## src/rtl/systolic_drain.sv

```systemverilog
// Purpose: snapshot the systolic array accumulators after a fixed compute latency, rescale/saturate/ReLU, stream row-major.
// Latency: first element valid in the cycle after edge start+LATENCY; one element per cycle thereafter.
// Backpressure: out_ready low holds the current element stable; the frame resumes when out_ready returns.
module systolic_drain #(
  parameter int N       = 16,
  parameter int AROW    = 3,
  parameter int BCOL    = 3,
  parameter int LATENCY = 9,
  parameter int FRAC    = 8,
  parameter int RELU    = 1
) (
  input  logic                                   clk,
  input  logic                                   rst,
  input  logic                                   start,
  input  logic [AROW-1:0][BCOL-1:0][2*N-1:0]     sys_array,
  output logic                                   busy,
  output logic [N-1:0]                           out_data,
  output logic [((AROW > 1) ? $clog2(AROW) : 1)-1:0] out_row,
  output logic [((BCOL > 1) ? $clog2(BCOL) : 1)-1:0] out_col,
  output logic                                   out_valid,
  input  logic                                   out_ready,
  output logic                                   out_last,
  output logic                                   done,
  output logic                                   overrun
);

  localparam int RW = (AROW > 1) ? $clog2(AROW) : 1;
  localparam int CW = (BCOL > 1) ? $clog2(BCOL) : 1;
  localparam int LW = (LATENCY > 1) ? $clog2(LATENCY) : 1;

  // Saturation bounds expressed in the 2N-bit accumulator domain and the N-bit output domain.
  localparam logic signed [2*N-1:0] SAT_MAX = {{(N+1){1'b0}}, {(N-1){1'b1}}};
  localparam logic signed [2*N-1:0] SAT_MIN = {{(N+1){1'b1}}, {(N-1){1'b0}}};
  localparam logic signed [N-1:0]   OUT_MAX = {1'b0, {(N-1){1'b1}}};
  localparam logic signed [N-1:0]   OUT_MIN = {1'b1, {(N-1){1'b0}}};

  typedef enum logic [1:0] {
    IDLE   = 2'd0,
    WAIT   = 2'd1,
    STREAM = 2'd2
  } state_t;

  state_t                           state, state_nxt;
  logic [LW-1:0]                    cnt, cnt_nxt;
  logic [RW-1:0]                    row, row_nxt;
  logic [CW-1:0]                    col, col_nxt;
  logic                             capture;
  logic                             done_nxt;
  logic                             hs;
  logic                             at_last;
  logic [AROW-1:0][BCOL-1:0][2*N-1:0] snap;

  logic signed [2*N-1:0]            acc_sel;
  logic signed [2*N-1:0]            shifted;
  logic signed [N-1:0]              res;

  assign busy      = (state != IDLE);
  assign out_valid = (state == STREAM);
  assign at_last   = (row == RW'(AROW-1)) && (col == CW'(BCOL-1));
  assign out_last  = out_valid && at_last;
  assign hs        = out_valid && out_ready;
  assign out_row   = row;
  assign out_col   = col;

  // Next-state, latency countdown and row-major index walk.
  always_comb begin
    state_nxt = state;
    cnt_nxt   = cnt;
    row_nxt   = row;
    col_nxt   = col;
    capture   = 1'b0;
    done_nxt  = 1'b0;
    case (state)
      IDLE: begin
        if (start) begin
          state_nxt = WAIT;
          cnt_nxt   = LW'(LATENCY-1);
        end
      end
      WAIT: begin
        if (cnt == '0) begin
          capture   = 1'b1;
          state_nxt = STREAM;
          row_nxt   = '0;
          col_nxt   = '0;
        end else begin
          cnt_nxt = cnt - LW'(1);
        end
      end
      STREAM: begin
        if (hs) begin
          if (at_last) begin
            state_nxt = IDLE;
            row_nxt   = '0;
            col_nxt   = '0;
            done_nxt  = 1'b1;
          end else if (col == CW'(BCOL-1)) begin
            col_nxt = '0;
            row_nxt = row + RW'(1);
          end else begin
            col_nxt = col + CW'(1);
          end
        end
      end
      default: state_nxt = IDLE;
    endcase
  end

  // Control registers; start outside IDLE only flags overrun and never restarts the frame.
  always_ff @(posedge clk) begin
    if (!rst) begin
      state   <= IDLE;
      cnt     <= '0;
      row     <= '0;
      col     <= '0;
      done    <= 1'b0;
      overrun <= 1'b0;
    end else begin
      state <= state_nxt;
      cnt   <= cnt_nxt;
      row   <= row_nxt;
      col   <= col_nxt;
      done  <= done_nxt;
      if (start && (state != IDLE)) begin
        overrun <= 1'b1;
      end
    end
  end

  // Accumulator snapshot, taken only on the capture edge so the array is free for the next multiply.
  always_ff @(posedge clk) begin
    if (!rst) begin
      snap <= '0;
    end else if (capture) begin
      snap <= sys_array;
    end
  end

  // Rescale the selected accumulator: arithmetic shift, saturate to N bits, optional ReLU.
  always_comb begin
    acc_sel = snap[row][col];
    shifted = acc_sel >>> FRAC;
    if (shifted > SAT_MAX) begin
      res = OUT_MAX;
    end else if (shifted < SAT_MIN) begin
      res = OUT_MIN;
    end else begin
      res = shifted[N-1:0];
    end
    if ((RELU != 0) && res[N-1]) begin
      res = '0;
    end
    out_data = out_valid ? res : '0;
  end

endmodule

```

## config.mk

```make
export PLATFORM = sky130hd
export DESIGN_NAME = systolic_drain
export DESIGN_NICKNAME = d
export VERILOG_FILES = /design/src/rtl/systolic_drain.sv
export SDC_FILE = /design/constraint.sdc
export NUM_CORES = 1
export LEC_CHECK = 0
export CAP_MARGIN = 0
export CORE_MARGIN = 4
export CORE_UTILIZATION = 65
export DETAILED_ROUTE_END_ITERATION = 16
export DONT_BUFFER_PORTS = 1
export PLACE_DENSITY = 0.81
export SETUP_SLACK_MARGIN = 0.3
export SYNTH_ARGS = -nofsm -noshare
export SYNTH_HDL_FRONTEND = slang
export SYNTH_SLANG_ARGS = --single-unit
```

## constraint.sdc

```tcl
create_clock -name clk -period 5.08 [get_ports clk]
set_input_delay 0.508 -clock clk [delete_from_list [all_inputs] [get_ports clk]]
set_output_delay 0.508 -clock clk [all_outputs]
set_load 0.03 [all_outputs]
```

==> impl_metrics.csv, run 1 <==
group,metric,value,unit
synthesis,synth_flop_cell,"dfxtp_1",
global_routing,grt_overflow,0,
place,dp_hpwl,18100,um
synthesis,netlist_area,0.0101,mm2
synthesis,synth_edf_count,0,
floorplanning,die_x,133,um
timing,worst_pin_slew,1.10,ns
clock_tree,ctsHtreeMaxLevel,1,
job,maxCapViolations,0,
floorplanning,initial_core_util,66.5,%
hold_path,worstHoldPathType,"input port to flip-flop",
power,ir_worst_vdd,0.340,mV
floorplanning,die_h,133,um
worst_setup_path,worstPathRequired,4.57,ns
timing,maxSlewViolCount,0,
floorplanning,die_area,0.0176,mm2
synthesis,async_flop_share,0,%
route,wire_per_inst,19.3,um
clock_tree,numCtsBuffers,24,
route,route.vias.total,8135,
worst_setup_path,critPathLaunchType,"flip-flop",
route,drt_iter0_drc,750,
clock_tree,post_cts_buffers,0,
route,firstDrtPassIters,6,
global_routing,grt_pass1_vias,7733,
timing,fmax,0.238,GHz
clock_tree,cts_tree,"done",
global_routing,grt_first_pass_wirelength,40700,um
synthesis,ys_ff_latch,228,
synthesis,yosysSeqAreaShare,45.1,%
clock_tree,clkLatencyLatePin,0.52,ns
worst_setup_path,cp-end-kind,"output pin",
outcome,status,"finished, final reports clean",
route,vias_per_cell,5.95,
timing,skew,0.0179,ns
timing,min_period_over_period,82.8,%
finish,final_common_cell,"nand2_1",
finish,final_nets,1459,
clock_tree,cts_buffer_depth,3,
global_routing,grt_max_degree,229,
finish,drive_gt1_share,8.06,%
route,drc,0,
worst_setup_path,startpoint,"out_row[1]",
route,wirelength,26400,um
clock_tree,cts_hold_buf,0,
clock_tree,path_clk_slew,0.06,ns
synthesis,yosysWarnings,0,
route,antenna_left,0,
timing,period_needed,4.20,ns
floorplanning,core_area,0.0152,mm2
hold_path,hold_path_depth,2,
synthesis,synth.distinct_cells,52,
worst_setup_path,path_max_fanout,24,
synthesis,synth_top_area_share,45.1,%
worst_setup_path,r2r_cells,6,
place,gp_congestion,0.837,
power,power_density,488,mW/mm2
synthesis,synth.largest_area_cell,"dfxtp_1",
floorplanning,row_count,45,
timing,setup_violations,0,
worst_setup_path,rrSetupSlack,2.41,ns
finish,area_delta_synth_final,6.88,%
timing,hold_viol,0,
synthesis,synth_nets,1521,
worst_setup_path,crit_arrival,3.70,ns
global_routing,antenna_found_initial,1,
worst_setup_path,rr_startpoint,"state[1]",
hold_path,min_from,"sys_array[40]",
finish,final_cells,1367,
synthesis,syn_inst,1224,
timing,rsz0062_at_grt,"false",
place,dp.cells,1324,
floorplanning,io_pins,317,
timing,slew_headroom,26.5,%
synthesis,ys_top_cells_by_area,"dfxtp_1, nand2_1, a21boi_0",
global_routing,grtUsageTotal,28.4,%
clock_tree,clockRootBuffer,"clkbuf_16",
place,port_buffers,0,
timing,finalSetupTns,0,ns
clock_tree,cts_resized,0,
clock_tree,cts_sinks,228,
power,p_leak,3.61,nW
worst_setup_path,crit_type,"flip-flop to output pin",
synthesis,syn_avg_cell_area,8.26,um2
finish,layout_common_cells,"nand2_1, dfxtp_1, a21boi_0, mux2_2, clkbuf_16",
==> worst paths after layout <==
kind                       to
hold / removal       snap[40]
setup reg to reg    snap[203]
hold reg to reg     snap[286]
setup / recovery  out_data[3]
==> power breakdown <==
group | total (mW) | internal, mW | switching, mW
logic | 1.35 | 0.449 | 0.901
clock network | 1.65 | 0.959 | 0.687
registers | 2.28 | 2.10 | 0.178
total | 5.28 | 3.51 | 1.77
==> per-layer routing <==
layer	up-vias	part of all wire [%]	global-route usage, %
li1	4030	-	-
met5	-	0	0
met3	49	8.1	6.65
met2	261	46	46.3
met4	0	3.0	8.60
met1	3795	42	37.8
==> critical path, cell delays in order, from the launching register on <==
cell,delay [ns]
dfxtp_1,0.87
buf_4,0.31
inv_1,0.39
o2111a_1,0.42
nor4_4,0.64
a31oi_1,0.56
==> through the flow <==
step	area, um2	hold WS, ns	power, mW	worst slack [ns]	utilization, %
6_report	10800	0.129	5.28	0.875	71.1
5_1_grt	10800	0.125	5.57	0.728	71.1
3_3_place_gp	10100	0.446	3.61	1.42	66.2
2_1_floorplan	10100	0.438	3.34	2.21	-
3_5_place_dp	10100	0.453	3.65	1.50	66.2
4_1_cts	10800	0.120	5.29	0.945	71.1
==> area by class of cell <==
type / count / area (um2)
Antenna cell: 1 / 2.50
Clock buffer: 37 / 709
Clock inverter: 5 / 38.8
Fill cell: 1239 / 4390
Inverter: 9 / 33.8
Multi-Input combinational cell: 888 / 5120
Sequential cell: 228 / 4570
Tap cell: 188 / 235
Timing Repair Buffer: 11 / 108
==> sequential cells by signal (all words and copies together) (netlist names) <==
name	cells
done	1
out_row	2
snap	216
out_col	2
state	2
overrun	1
cnt	4
==> kinds of logic (layout without fill, tap and decap cells) <==
group / Yosys count / after routing / share of synthesized area, %
AO/OA/AOI/OAI: 316 / 316 / 23.4
adder cells (fa/ha/maj): 5 / 5 / 0.618
buffers and inverters: 108 / 62 / 4.59
flip-flops: 228 / 228 / 45.1
multiplexers: 53 / 53 / 5.69
other: 1 / 2 / 0.0371
AND/OR/NAND/NOR: 513 / 513 / 20.6
==> cells in the mapped netlist (2+ instances only) <==
| master | n |
|---|---|
| nor4_1 | 11 |
| nand3_1 | 4 |
| dfxtp_1 | 228 |
| a211oi_1 | 7 |
| nor2b_1 | 7 |
| a32oi_1 | 2 |
| buf_4 | 4 |
| o2bb2ai_1 | 3 |
| a22oi_1 | 7 |
| nand2_1 | 449 |
| ha_1 | 5 |
| buf_2 | 29 |
| clkbuf_1 | 60 |
| o21ai_0 | 16 |
| inv_1 | 9 |
| a21boi_0 | 218 |
| a221oi_1 | 22 |
| o211ai_1 | 2 |
| a221o_1 | 3 |
| nor3_1 | 5 |
| and2_1 | 4 |
| mux2_2 | 36 |
| a21oi_1 | 18 |
| buf_1 | 5 |
| mux2i_1 | 17 |
| nor2_1 | 15 |
| a31oi_1 | 3 |
| or3b_2 | 2 |
| or2_2 | 2 |
| or4_1 | 3 |
| nand2b_1 | 2 |
| a222oi_1 | 6 |
No activity file was read; power rests on OpenSTA's default activity.
==> run 2, diff against run 1 <==
- CORE_UTILIZATION: 65 -> 57
- PLACE_DENSITY: 0.81 -> 0.75
- clock period: 5.08 -> 3.71 ns (I/O delays scaled with it)
==> run 2 against run 1 <==
  * Highest routed layer unchanged
  * Wire length up 4.7%
  * Power up 43%
  * Sequential power increased by 36%
==> impl_metrics.csv, run 2 (synthesis results as in run 1) <==
group,metric,value,unit
floorplanning,row_count,48,
global_routing,grt_overflow,0,
clock_tree,cts_tree,"done",
timing,layout_setup_ws,0.417,ns
floorplanning,core_area,0.0174,mm2
place,gp_congestion,0.809,
timing,fmax,0.304,GHz
worst_setup_path,worstPathCellList,"nor2b_2, buf_4, a221oi_1, a211oi_1, a221oi_1, a21oi_1, buf_4",
timing,slew_headroom,19.8,%
clock_tree,path_clk_slew,0.06,ns
place,pre_cts_slack,0.691,ns
global_routing,grtUsageTotal,26.3,%
timing,skew,0.00773,ns
outcome,status,"finished, final reports clean",
timing,finalSetupTns,0,ns
worst_setup_path,rrSetupSlack,0.97,ns
floorplanning,io_pins,317,
timing,min_period_over_period,88.8,%
timing,setup_violations,0,
timing,maxSlewViolCount,0,
route,route.vias.total,8298,
global_routing,grt_first_pass_wirelength,42000,um
finish,final_common_cell,"nand2_1",
place,port_buffers,0,
worst_setup_path,crit_buf_inv,2,
power,power_density,652,mW/mm2
worst_setup_path,path_max_fanout,28,
timing,period_needed,3.29,ns
finish,reg_top3,"snap: 216 flops, cnt: 4 flops",
route,wire_per_inst,18.8,um
clock_tree,cts_buffer_depth,3,
floorplanning,die_x,141,um
global_routing,antenna_found_initial,2,
power,ir_worst_vdd,0.466,mV
worst_setup_path,path_delay_family,"compound AO/OA/AOI/OAI gates",
place,dp_hpwl,18600,um
hold_path,worstHoldPathType,"input port to flip-flop",
route,drt_iter0_drc,611,
clock_tree,ctsHtreeMaxLevel,1,
global_routing,grt_pass1_vias,7846,
worst_setup_path,critPathLaunchType,"flip-flop",
worst_setup_path,crit_arrival,2.92,ns
worst_setup_path,crit_type,"flip-flop to output pin",
timing,hold_viol,0,
finish,area_delta_synth_final,14.5,%
global_routing,grt_max_degree,228,
finish,layout_common_cells,"nand2_1, dfxtp_1, a21boi_0, dlygate4sd3_1, mux2_2",
finish,final_nets,1523,
clock_tree,cts_sinks,228,
job,maxCapViolations,0,
floorplanning,initial_core_util,58.3,%
worst_setup_path,slowest_stage,"dfxtp_2",
worst_setup_path,cp-end-kind,"output pin",
route,drc,0,
clock_tree,numCtsBuffers,24,
worst_setup_path,worstPathRequired,3.34,ns
finish,top_register,"snap",
clock_tree,clockRootBuffer,"clkbuf_16",
finish,drive_gt1_share,10.1,%
timing,worst_pin_slew,1.20,ns
worst_setup_path,slowest_delay,0.49,ns
route,firstDrtPassIters,5,
finish,largest_reg_flops,216,
floorplanning,die_area,0.0199,mm2
clock_tree,clkLatencyLatePin,0.51,ns
power,p_leak,3.96,nW
timing,rsz0062_at_grt,"false",
route,antenna_left,0,
floorplanning,die_h,141,um
route,vias_per_cell,5.64,
route,wirelength,27600,um
-- run 2: final cells by class --
cell class	count	area [um2]
fill	1486	5770
clock buffer	35	733
inverter	9	33.8
tap	225	282
clock inverter	8	92.6
sequential	228	4570
timing repair buffer	75	717
multi-input combinational	888	5150
antenna	3	7.51
-- run 2: path summary, 6_finish.rpt --
kind | cells past startpoint | from | endpoint
setup / recovery | 7 | out_row[1] | out_data[9]
hold reg to reg | 2 | snap[15] | snap[15]
hold / removal | 2 | sys_array[47] | snap[47]
setup reg to reg | 7 | state[1] | snap[61]
-- run 2: what timing repair did --
item                                    in CTS  in global routing
buffers inserted                             0                  1
endpoints found under the hold margin       45                  1
hold buffers                                44                  1
gates resized for setup                      4                  4
endpoints found under the setup margin      15                  5
-- run 2: stage by stage --
stage	hold slack (ns)	total power, mW	cell area, um2	std cells	util (%)
after CTS	0.0000504	7.57	11500	1466	66.5
final	0.00807	7.56	11600	1471	66.7
after detailed placement	0.452	5.07	10300	1379	59.1
after global routing	0.00387	7.96	11600	1470	66.7
after floorplan	0.438	4.58	10100	1224	-
after global placement	0.444	5.01	10300	1379	59.1
-- run 2: per-layer routing --
metal	vias up	wire, um	track usage, %
li1	4141	-	-
met1	3849	11900	36.1
met2	265	12800	41.8
met3	43	2190	6.07
met4	0	689	7.29
met5	-	0	0
-- run 2: power by group --
group | internal (mW) | switching [mW]
Clock | 1.51 | 0.966
Combinational | 0.702 | 1.27
Sequential | 2.88 | 0.234
Total | 5.08 | 2.47
